**src/rtl/csr_uart_pkg.sv**
```systemverilog
// Shared constants and state types for the CSR-mapped UART.
package csr_uart_pkg;

    localparam int STAT_RXEMPTY = 8;
    localparam int STAT_TXFULL  = 9;
    localparam int STAT_OVR     = 10;
    localparam int STAT_FERR    = 11;

    localparam int MOD_WRITE = 0;
    localparam int MOD_SET   = 1;
    localparam int MOD_CLEAR = 2;

    typedef enum logic [1:0] {
        TX_IDLE,
        TX_START,
        TX_DATA,
        TX_STOP
    } tx_state_e;

    typedef enum logic [1:0] {
        RX_IDLE,
        RX_START,
        RX_DATA,
        RX_STOP
    } rx_state_e;

endpackage

```
**src/rtl/sync_fifo.sv**
```systemverilog
// Synchronous FIFO with power-of-two depth; pointers carry one extra wrap bit.
module sync_fifo #(
    parameter int WIDTH = 8,
    parameter int DEPTH = 16
) (
    input  logic             clk,
    input  logic             rst,
    input  logic             push,
    input  logic             pop,
    input  logic [WIDTH-1:0] din,
    output logic             full,
    output logic             empty,
    output logic [WIDTH-1:0] head
);
    localparam int AW = $clog2(DEPTH);

    logic [AW:0]      wr_ptr_q, wr_ptr_d;
    logic [AW:0]      rd_ptr_q, rd_ptr_d;
    logic [WIDTH-1:0] mem_q [DEPTH];
    logic             do_push, do_pop;

    assign empty = (wr_ptr_q == rd_ptr_q);
    assign full  = (wr_ptr_q[AW] != rd_ptr_q[AW]) && (wr_ptr_q[AW-1:0] == rd_ptr_q[AW-1:0]);
    assign head  = empty ? '0 : mem_q[rd_ptr_q[AW-1:0]];

    always_comb begin
        do_pop   = pop && !empty;
        // A full FIFO still takes a push when the same edge frees a slot.
        do_push  = push && (!full || do_pop);
        wr_ptr_d = do_push ? wr_ptr_q + 1'b1 : wr_ptr_q;
        rd_ptr_d = do_pop  ? rd_ptr_q + 1'b1 : rd_ptr_q;
    end

    always_ff @(posedge clk or posedge rst) begin
        if (rst) begin
            wr_ptr_q <= '0;
            rd_ptr_q <= '0;
        end else begin
            wr_ptr_q <= wr_ptr_d;
            rd_ptr_q <= rd_ptr_d;
        end
    end

    always_ff @(posedge clk) begin
        if (do_push) mem_q[wr_ptr_q[AW-1:0]] <= din;
    end

endmodule

```
**src/rtl/csr_uart_fifo.sv**
```systemverilog
// CSR-mapped 8N1 UART with TX/RX FIFOs; rdata is zero unless this block is selected.
// state | meaning (TX and RX): IDLE | line idle | START | start bit (RX: half-bit wait) | DATA | 8 bits LSB first | STOP | stop bit
module csr_uart_fifo
    import csr_uart_pkg::*;
#(
    parameter logic [11:0] CSR_ADDR   = 12'hBC4,
    parameter int          CLOCK_RATE = 200_000_000,
    parameter int          BAUD_RATE  = 115200,
    parameter int          FIFO_DEPTH = 16
) (
    input  logic        clk,
    input  logic        rst,
    input  logic        read,
    input  logic [2:0]  modify,
    input  logic [31:0] wdata,
    input  logic [11:0] addr,
    output logic [31:0] rdata,
    output logic        valid,
    input  logic        rx,
    output logic        tx,
    output logic        irq
);
    localparam int DIV = CLOCK_RATE / BAUD_RATE;
    localparam int CW  = $clog2(DIV);
    localparam logic [CW-1:0] BIT_RELOAD  = CW'(DIV - 1);
    localparam logic [CW-1:0] HALF_RELOAD = CW'(DIV / 2 - 1);

    tx_state_e   tx_state_q, tx_state_d;
    logic [CW-1:0] tx_cnt_q, tx_cnt_d;
    logic [2:0]  tx_bit_q, tx_bit_d;
    logic [7:0]  tx_shift_q, tx_shift_d;
    logic        tx_q, tx_d;
    rx_state_e   rx_state_q, rx_state_d;
    logic [CW-1:0] rx_cnt_q, rx_cnt_d;
    logic [2:0]  rx_bit_q, rx_bit_d;
    logic [7:0]  rx_shift_q, rx_shift_d;
    logic        rx_meta_q, rx_sync_q, rx_prev_q;
    logic        ovr_q, ovr_d, ferr_q, ferr_d;

    logic        sel, tx_push, tx_pop, tx_full, tx_empty;
    logic        rx_push, rx_pop, rx_full, rx_empty, ferr_set;
    logic [7:0]  tx_head, rx_head;
    logic        unused_wdata;

    assign unused_wdata = ^{wdata[31:12], wdata[9:8]};

    assign sel     = (addr == CSR_ADDR);
    assign valid   = sel && (read || |modify);
    assign tx_push = sel && modify[MOD_WRITE];
    assign rx_pop  = sel && read;
    assign irq     = !rx_empty;
    assign tx      = tx_q;

    always_comb begin
        rdata = '0;
        if (valid) begin
            rdata[7:0]          = rx_head;
            rdata[STAT_RXEMPTY] = rx_empty;
            rdata[STAT_TXFULL]  = tx_full;
            rdata[STAT_OVR]     = ovr_q;
            rdata[STAT_FERR]    = ferr_q;
        end
    end

    sync_fifo #(.WIDTH(8), .DEPTH(FIFO_DEPTH)) u_tx_fifo (
        .clk(clk), .rst(rst), .push(tx_push), .pop(tx_pop), .din(wdata[7:0]),
        .full(tx_full), .empty(tx_empty), .head(tx_head)
    );

    sync_fifo #(.WIDTH(8), .DEPTH(FIFO_DEPTH)) u_rx_fifo (
        .clk(clk), .rst(rst), .push(rx_push), .pop(rx_pop), .din(rx_shift_q),
        .full(rx_full), .empty(rx_empty), .head(rx_head)
    );

    always_ff @(posedge clk or posedge rst) begin
        if (rst) begin
            tx_state_q <= TX_IDLE;
            tx_cnt_q   <= '0;
            tx_bit_q   <= '0;
            tx_shift_q <= '0;
            tx_q       <= 1'b1;
            rx_state_q <= RX_IDLE;
            rx_cnt_q   <= '0;
            rx_bit_q   <= '0;
            rx_shift_q <= '0;
            rx_meta_q  <= 1'b1;
            rx_sync_q  <= 1'b1;
            rx_prev_q  <= 1'b1;
            ovr_q      <= 1'b0;
            ferr_q     <= 1'b0;
        end else begin
            tx_state_q <= tx_state_d;
            tx_cnt_q   <= tx_cnt_d;
            tx_bit_q   <= tx_bit_d;
            tx_shift_q <= tx_shift_d;
            tx_q       <= tx_d;
            rx_state_q <= rx_state_d;
            rx_cnt_q   <= rx_cnt_d;
            rx_bit_q   <= rx_bit_d;
            rx_shift_q <= rx_shift_d;
            rx_meta_q  <= rx;
            rx_sync_q  <= rx_meta_q;
            rx_prev_q  <= rx_sync_q;
            ovr_q      <= ovr_d;
            ferr_q     <= ferr_d;
        end
    end

    // Leaving STOP straight into START keeps back-to-back frames gapless.
    always_comb begin
        tx_state_d = tx_state_q;
        tx_cnt_d   = tx_cnt_q - 1'b1;
        tx_bit_d   = tx_bit_q;
        tx_shift_d = tx_shift_q;
        tx_pop     = 1'b0;
        case (tx_state_q)
            TX_IDLE: begin
                tx_cnt_d = BIT_RELOAD;
                if (!tx_empty) begin
                    tx_state_d = TX_START;
                    tx_shift_d = tx_head;
                    tx_pop     = 1'b1;
                end
            end
            TX_START: if (tx_cnt_q == '0) begin
                tx_state_d = TX_DATA;
                tx_cnt_d   = BIT_RELOAD;
                tx_bit_d   = '0;
            end
            TX_DATA: if (tx_cnt_q == '0) begin
                tx_cnt_d   = BIT_RELOAD;
                tx_shift_d = {1'b0, tx_shift_q[7:1]};
                tx_bit_d   = tx_bit_q + 3'd1;
                if (tx_bit_q == 3'd7) tx_state_d = TX_STOP;
            end
            TX_STOP: if (tx_cnt_q == '0) begin
                tx_cnt_d = BIT_RELOAD;
                if (!tx_empty) begin
                    tx_state_d = TX_START;
                    tx_shift_d = tx_head;
                    tx_pop     = 1'b1;
                end else begin
                    tx_state_d = TX_IDLE;
                end
            end
            default: tx_state_d = TX_IDLE;
        endcase
    end

    always_comb begin
        tx_d = 1'b1;
        case (tx_state_d)
            TX_START: tx_d = 1'b0;
            TX_DATA:  tx_d = tx_shift_d[0];
            default:  tx_d = 1'b1;
        endcase
    end

    always_comb begin
        rx_state_d = rx_state_q;
        rx_cnt_d   = rx_cnt_q - 1'b1;
        rx_bit_d   = rx_bit_q;
        rx_shift_d = rx_shift_q;
        case (rx_state_q)
            RX_IDLE: begin
                rx_cnt_d = HALF_RELOAD;
                if (rx_prev_q && !rx_sync_q) rx_state_d = RX_START;
            end
            RX_START: if (rx_cnt_q == '0) begin
                rx_cnt_d   = BIT_RELOAD;
                rx_bit_d   = '0;
                rx_state_d = rx_sync_q ? RX_IDLE : RX_DATA;
            end
            RX_DATA: if (rx_cnt_q == '0) begin
                rx_cnt_d   = BIT_RELOAD;
                rx_shift_d = {rx_sync_q, rx_shift_q[7:1]};
                rx_bit_d   = rx_bit_q + 3'd1;
                if (rx_bit_q == 3'd7) rx_state_d = RX_STOP;
            end
            RX_STOP: if (rx_cnt_q == '0) begin
                rx_cnt_d   = BIT_RELOAD;
                rx_state_d = RX_IDLE;
            end
            default: rx_state_d = RX_IDLE;
        endcase
    end

    always_comb begin
        rx_push  = (rx_state_q == RX_STOP) && (rx_cnt_q == '0) && rx_sync_q;
        ferr_set = (rx_state_q == RX_STOP) && (rx_cnt_q == '0) && !rx_sync_q;
        ovr_d    = ovr_q;
        ferr_d   = ferr_q;
        if (sel && modify[MOD_CLEAR] && wdata[STAT_OVR])  ovr_d  = 1'b0;
        if (sel && modify[MOD_CLEAR] && wdata[STAT_FERR]) ferr_d = 1'b0;
        if (rx_push && rx_full && !(rx_pop && !rx_empty)) ovr_d = 1'b1;
        if (ferr_set) ferr_d = 1'b1;
    end

endmodule

```
**config.mk**
```make
export PLATFORM = sky130hd
export DESIGN_NAME = csr_uart_fifo
export DESIGN_NICKNAME = d
export VERILOG_FILES = /design/src/rtl/csr_uart_pkg.sv /design/src/rtl/sync_fifo.sv /design/src/rtl/csr_uart_fifo.sv
export SDC_FILE = /design/constraint.sdc
export NUM_CORES = 1
export LEC_CHECK = 0
export CAP_MARGIN = 20
export CORE_ASPECT_RATIO = 0.9
export CORE_MARGIN = 4
export CORE_UTILIZATION = 35
export DETAILED_ROUTE_END_ITERATION = 6
export PLACE_DENSITY = 0.53
export RECOVER_POWER = 100
export SYNTH_ARGS = -nofsm -noshare
export SYNTH_HDL_FRONTEND = slang
export SYNTH_HIERARCHICAL = 1
export SYNTH_SLANG_ARGS = --single-unit
export TNS_END_PERCENT = 10
```
**constraint.sdc**
```tcl
create_clock -name clk -period 8.7 [get_ports clk]
set_input_delay 2.175 -clock clk [delete_from_list [all_inputs] [get_ports clk]]
set_output_delay 2.175 -clock clk [all_outputs]
set_load 0.02 [all_outputs]
```
-- Yosys cells after proc, flatten, opt, wreduce, memory -nomap -nowiden
Memories as Yosys holds them, arrays and structs flattened.
Index checks and enable logic that the tools add are counted.
- reductions and logical operators: 44
- eq/ne operators: 25
- $add $sub $neg: 8
- multiplexer cells: 42
- operators by type and width (operator ; count):
    $pmux W11 S2 ; 2
    $mux W8 ; 4
    $pmux W8 S3 ; 1
    $logic_not A11 Y1 ; 2
    $mux W11 ; 2
    $mux W2 ; 11
    $sub A11 B1 Y11 const B ; 2
    $add A5 B1 Y5 const B ; 4
    $logic_and A1 B1 Y1 ; 18
    $ne A2 B2 Y1 const B ; 8
    $pmux W2 S4 ; 2
    $eq A12 B12 Y1 const B ; 1
    $mux W12 ; 1
    $mux W3 ; 4
    $pmux W3 S2 ; 2
    $mux W1 ; 11
    $eq A2 B2 Y1 const B ; 5
    $eq A5 B5 Y1 ; 2
    $reduce_and A3 Y1 ; 3
    $reduce_or A3 Y1 ; 3
    $eq A4 B4 Y1 ; 2
    $reduce_bool A2 Y1 ; 4
    $add A3 B1 Y3 const B ; 2
    $eq A2 B1 Y1 const B ; 3
    other kinds (9) ; 20
- register bits: 74
- RAM bits: 256
- input bits: 51
- output and inout bits: 35
- memories kept: 2
- memories (name ; words ; width ; rd ports ; clocked after Yosys merged registers in ; wr ports ; line ; source):
    u_rx_fifo.mem_q ; 16 ; 8 ; 1 ; 0 ; 1 ; sync_fifo.sv:19 ; logic [WIDTH-1:0] mem_q [DEPTH];
    u_tx_fifo.mem_q ; 16 ; 8 ; 1 ; 0 ; 1 ; sync_fifo.sv:19 ;

-- Longest topological paths before layout
- depth after elaboration: 9
- mapped depth: 11

-- Modules after synthesis
The synthesis kept the hierarchy.
- modules (own cells, without submodules) (module ; seq. area each (µm²) ; cells each ; area each (µm²) ; times used):
    sync_fifo ; 4093.9 ; 270 ; 5562.8 ; 2
    csr_uart_fifo ; 1356.3 ; 293 ; 3044.2 ; 1

-- Worst setup path before layout
No wires, ideal clock.
- path type: input to output
- start point: input port addr[1]
- end point: output port rdata[10]
- buffers on the path: 1
- cell stages on the path: 5
- data required time: 6525 ps
- arrival time: 3902 ps
- slack: 2623 ps
- cell sequence: or4_1 > nor3_1 > o41a_1 > clkbuf_1 > and2_1
- cells in the longest elaborated chain, start to end: 3
- RTL lines (item ; line ; source):
    from (decl) ; csr_uart_fifo.sv:16 ; input logic [11:0] addr,
    $eq A12 B12 Y1 ; csr_uart_fifo.sv:47 ; assign sel = (addr == CSR_ADDR);
    $logic_and A1 B1 Y1 ; csr_uart_fifo.sv:48 ; assign valid = sel && (read || |modify);
    via valid ; csr_uart_fifo.sv:18 ; output logic valid,
    $mux W12 ; csr_uart_fifo.sv:56 ; if (valid) begin
    to (decl) ; csr_uart_fifo.sv:17 ; output logic [31:0] rdata,
The timed path passes the listed nets, and every way through them passes these cells.

-- Final worst setup path
- start point: input port addr[0]
- end point: output port rdata[9]
- cells in the longest elaborated chain, start to end: 3
- RTL lines (item ; line):
    $eq A12 B12 Y1 ; csr_uart_fifo.sv:47
    $logic_and A1 B1 Y1 ; csr_uart_fifo.sv:48
    $mux W12 ; csr_uart_fifo.sv:56
Every way passes these cells.

==> reports/metrics.csv <==
metric,value,unit
status,"complete, but fails checks",
violations,"capacitance limit, slew limit",
yosys.area_share.simple,0.0729,
timing.rr.start,u_tx_fifo/rd_ptr_q[0]$_DFFE_PP0P_,
path_class,in2out,
rows,69,
synth_top_family_by_area,multiplexers,
dp_hpwl,18.8,mm
period_minus_slack,7.48,ns
placed_area,15000,µm²
yosysMostFrequentCell,edfxtp_1,
design.die.area,43800,µm²
synthAdderAreaFrac,0.0185,
path_clk_slew,0.05,ns
grt_usage,0.137,
vias,7290,
tns,0,ns
diodes,0,
post_drt_wl_per_cell,20.5,µm
antenna_found_initial,0,
cts_buffers,38,
finalSetupViolations,0,
hold_viol_final,0,
fin_util,0.405,
power.switching,0.684,mW
io_buffer_count,43,
clock_path_buffers,3,
yosysTopAreaCellShare,0.543,
internal_power,2.65,mW
vias_per_cell,5.04,
fin_area,16100,µm²
path_cells,dlygate4sd3_1 -> or4_1 -> nor3_1 -> o41a_1 -> and2_0 -> clkdlybuf4s50_1,
synth_area_leaders,"edfxtp_1 (54%), dfrtp_1 (12%), mux4_2 (10%), ha_1 (1.9%), a22oi_1 (1.7%)",
start_util,0.357,
power,3.34,mW
p_per_area,207,nW/µm²
drive_gt1_frac,0.174,
start_kind,input port,
grt_max_degree,47,
cts_hold_buf,0,
slew_violations,127,
cp_slowest_cell,o41a_1,
critPathMaxStageDelay,0.67,ns
cap_violations,4,
grt_pass1_vias,7390,
nets,957,
place_ws,1.22,ns
critPathCaptureType,output pin,
seq_area_frac_synth,0.674,
die_w,220,µm
ys.flop_type,edfxtp_1,
rrSetupSlack,1.77,ns
synth_xor_area_frac,0.0300,
synth_cell_types,62,
path_max_fanout,13,
synth.area.mux_share,0.118,
worst_slack,1.22,ns
synth_compound_area_frac,0.0544,
drtIter0Drc,463,
clkSinkCount,330,
core,39700,µm²
r2r_end,u_tx_fifo/mem_q[15][1]$_DFFE_PP_,
die_h,199,µm
syn_area,14200,µm²
rsz0062_at_grt,no,
synth-seq-cells,330,
holdPathEnd,rx_sync_q$_DFF_PP1_,
skew,0.0214,ns
drc,0,
worstHoldStart,rx_meta_q$_DFF_PP1_,
synthTopCellsByCount,"edfxtp_1 (256), dfrtp_1 (70), mux4_2 (64)",
htreeDepth,2,
synth_area_per_cell,17.0,µm²
dr.pass1.iters,5,
cp.arrival,5.31,ns
swShare,0.205,
max_freq,134,MHz
async_flop_share,0.224,
hold_class,reg2reg,
boundaryPins,86,
synth_edf_count,256,
yosys_warnings,6,
ctsResizeCount,0,
drt.antenna.violating_nets,0,
cts_setup_buffers,0,
clkPwrFrac,0.454,
synthCells,833,
overflow,0,
synth_top_cell_by_area,edfxtp_1,
vdd_drop_max,0.140,mV
cts_tree,built,
wirelength,29.7,mm
worstMarginPinSlew,3.15,ns
whs_path_depth,0,
grt_pass1_wl,45.8,mm
cts_root_buffer,clkbuf_16,
pwr-share-comb,0.026,
slew_headroom,-1.10,
pwr-share-seq,0.519,
p_leak,5.96,nW
rr_worst_depth,9,
syn_to_final_growth,13.6,%
critPathBufInv,2,
post-route-period-util,0.860,
gp_congestion,0.713,
cp.required,6.53,ns
clkLatencyLatePin,0.53,ns
cp_top_family,simple AND/OR/NAND/NOR gates,
==> cell families after synthesis <==
group | count (synthesis)
simple gates | 174
compound gates | 106
other cells | 1
mux | 85
flops | 330
xor+xnor | 40
fa+ha+maj | 21
buf+inv | 76
==> sequential cells by signal, summed over array words and instances, names as in the netlist, 8 cells and up, named ones only <==
name,flops
u_rx_fifo/mem_q,128
u_tx_fifo/mem_q,128
rx_shift_q,8
tx_cnt_q,11
tx_shift_q,8
rx_cnt_q,11
==> worst register-to-register path, delay by kind of cell (launching register included) <==
family / cells / cell delay (ns)
buffers and inverters: 3 / 3.46
AOI/OAI and AO/OA: 1 / 1.49
and+or+nand+nor: 4 / 1.10
DFF: 1 / 0.33
xor gates and xnor gates: 1 / 0.22
==> cell type report <==
class | instances | area (µm²)
Clock inverter | 16 | 148
Timing Repair Buffer | 53 | 479
Tap cell | 532 | 666
Multi-Input combinational cell | 446 | 4150
Clock buffer | 54 | 1040
Inverter | 16 | 60.1
Fill cell | 3619 | 23600
Sequential cell | 330 | 9550
==> placed cells by master (no fill, tap or decap), types with 8 or more instances in the layout <==
cell type        netlist  final
a22oi_1               32     32
xor2_1                14     14
mux2_2                12     12
clkbuf_1               5     21
conb_1                 1     20
o21ai_0               14     16
and3_1                27     27
edfxtp_1             256    256
nor3_1                10     10
clkbuf_16              0     39
nor2_1                29     30
a22o_1                 8      8
xnor2_1               16     16
inv_1                 16     16
mux4_2                64     64
dlygate4sd3_1          0     24
ha_1                  21     21
nor2b_1               16     15
clkdlybuf4s50_1        0     19
xnor2_2               10     10
dfrtp_1               70     68
and2_1                19     16
nand2_1               23     24
a21oi_1               22     22
==> power by group through the flow <==
stage	Combinational [mW]	Clock (mW)	Sequential [mW]
global route	0.100	1.63	1.73
finish	0.0880	1.51	1.73
global placement	0.0928	0	1.76
CTS	0.0946	1.56	1.73
detailed placement	0.0941	0	1.76
floorplan	0.0665	0	1.76
==> layer usage <==
layer	GRT usage	vias up	part of all wire
li1	-	3323	-
met1	0.207	3780	0.48
met2	0.208	154	0.46
met3	0.0231	33	0.045
met4	0.0337	0	0.015
met5	0	-	0
==> through the flow <==
stage / cells / hold slack, ns
floorplan: 852 / 0.345
global placement: 1376 / 0.347
detailed placement: 1377 / 0.351
CTS: 1447 / 0.359
global route: 1447 / 0.368
finish: 1447 / 0.363
==> worst max path at each step <==
stage                                       from   endpoint  cells after the start
2_1_floorplan                            addr[1]  rdata[10]                      5
3_3_place_gp                             addr[0]   rdata[9]                      6
3_5_place_dp                             addr[0]   rdata[9]                      6
4_1_cts                                  addr[0]   rdata[9]                      6
5_1_grt        u_rx_fifo/rd_ptr_q[0]$_DFFE_PP0P_   rdata[4]                      6
6_report                                 addr[0]   rdata[9]                      6
No activity file was read; power rests on OpenSTA's default activity.
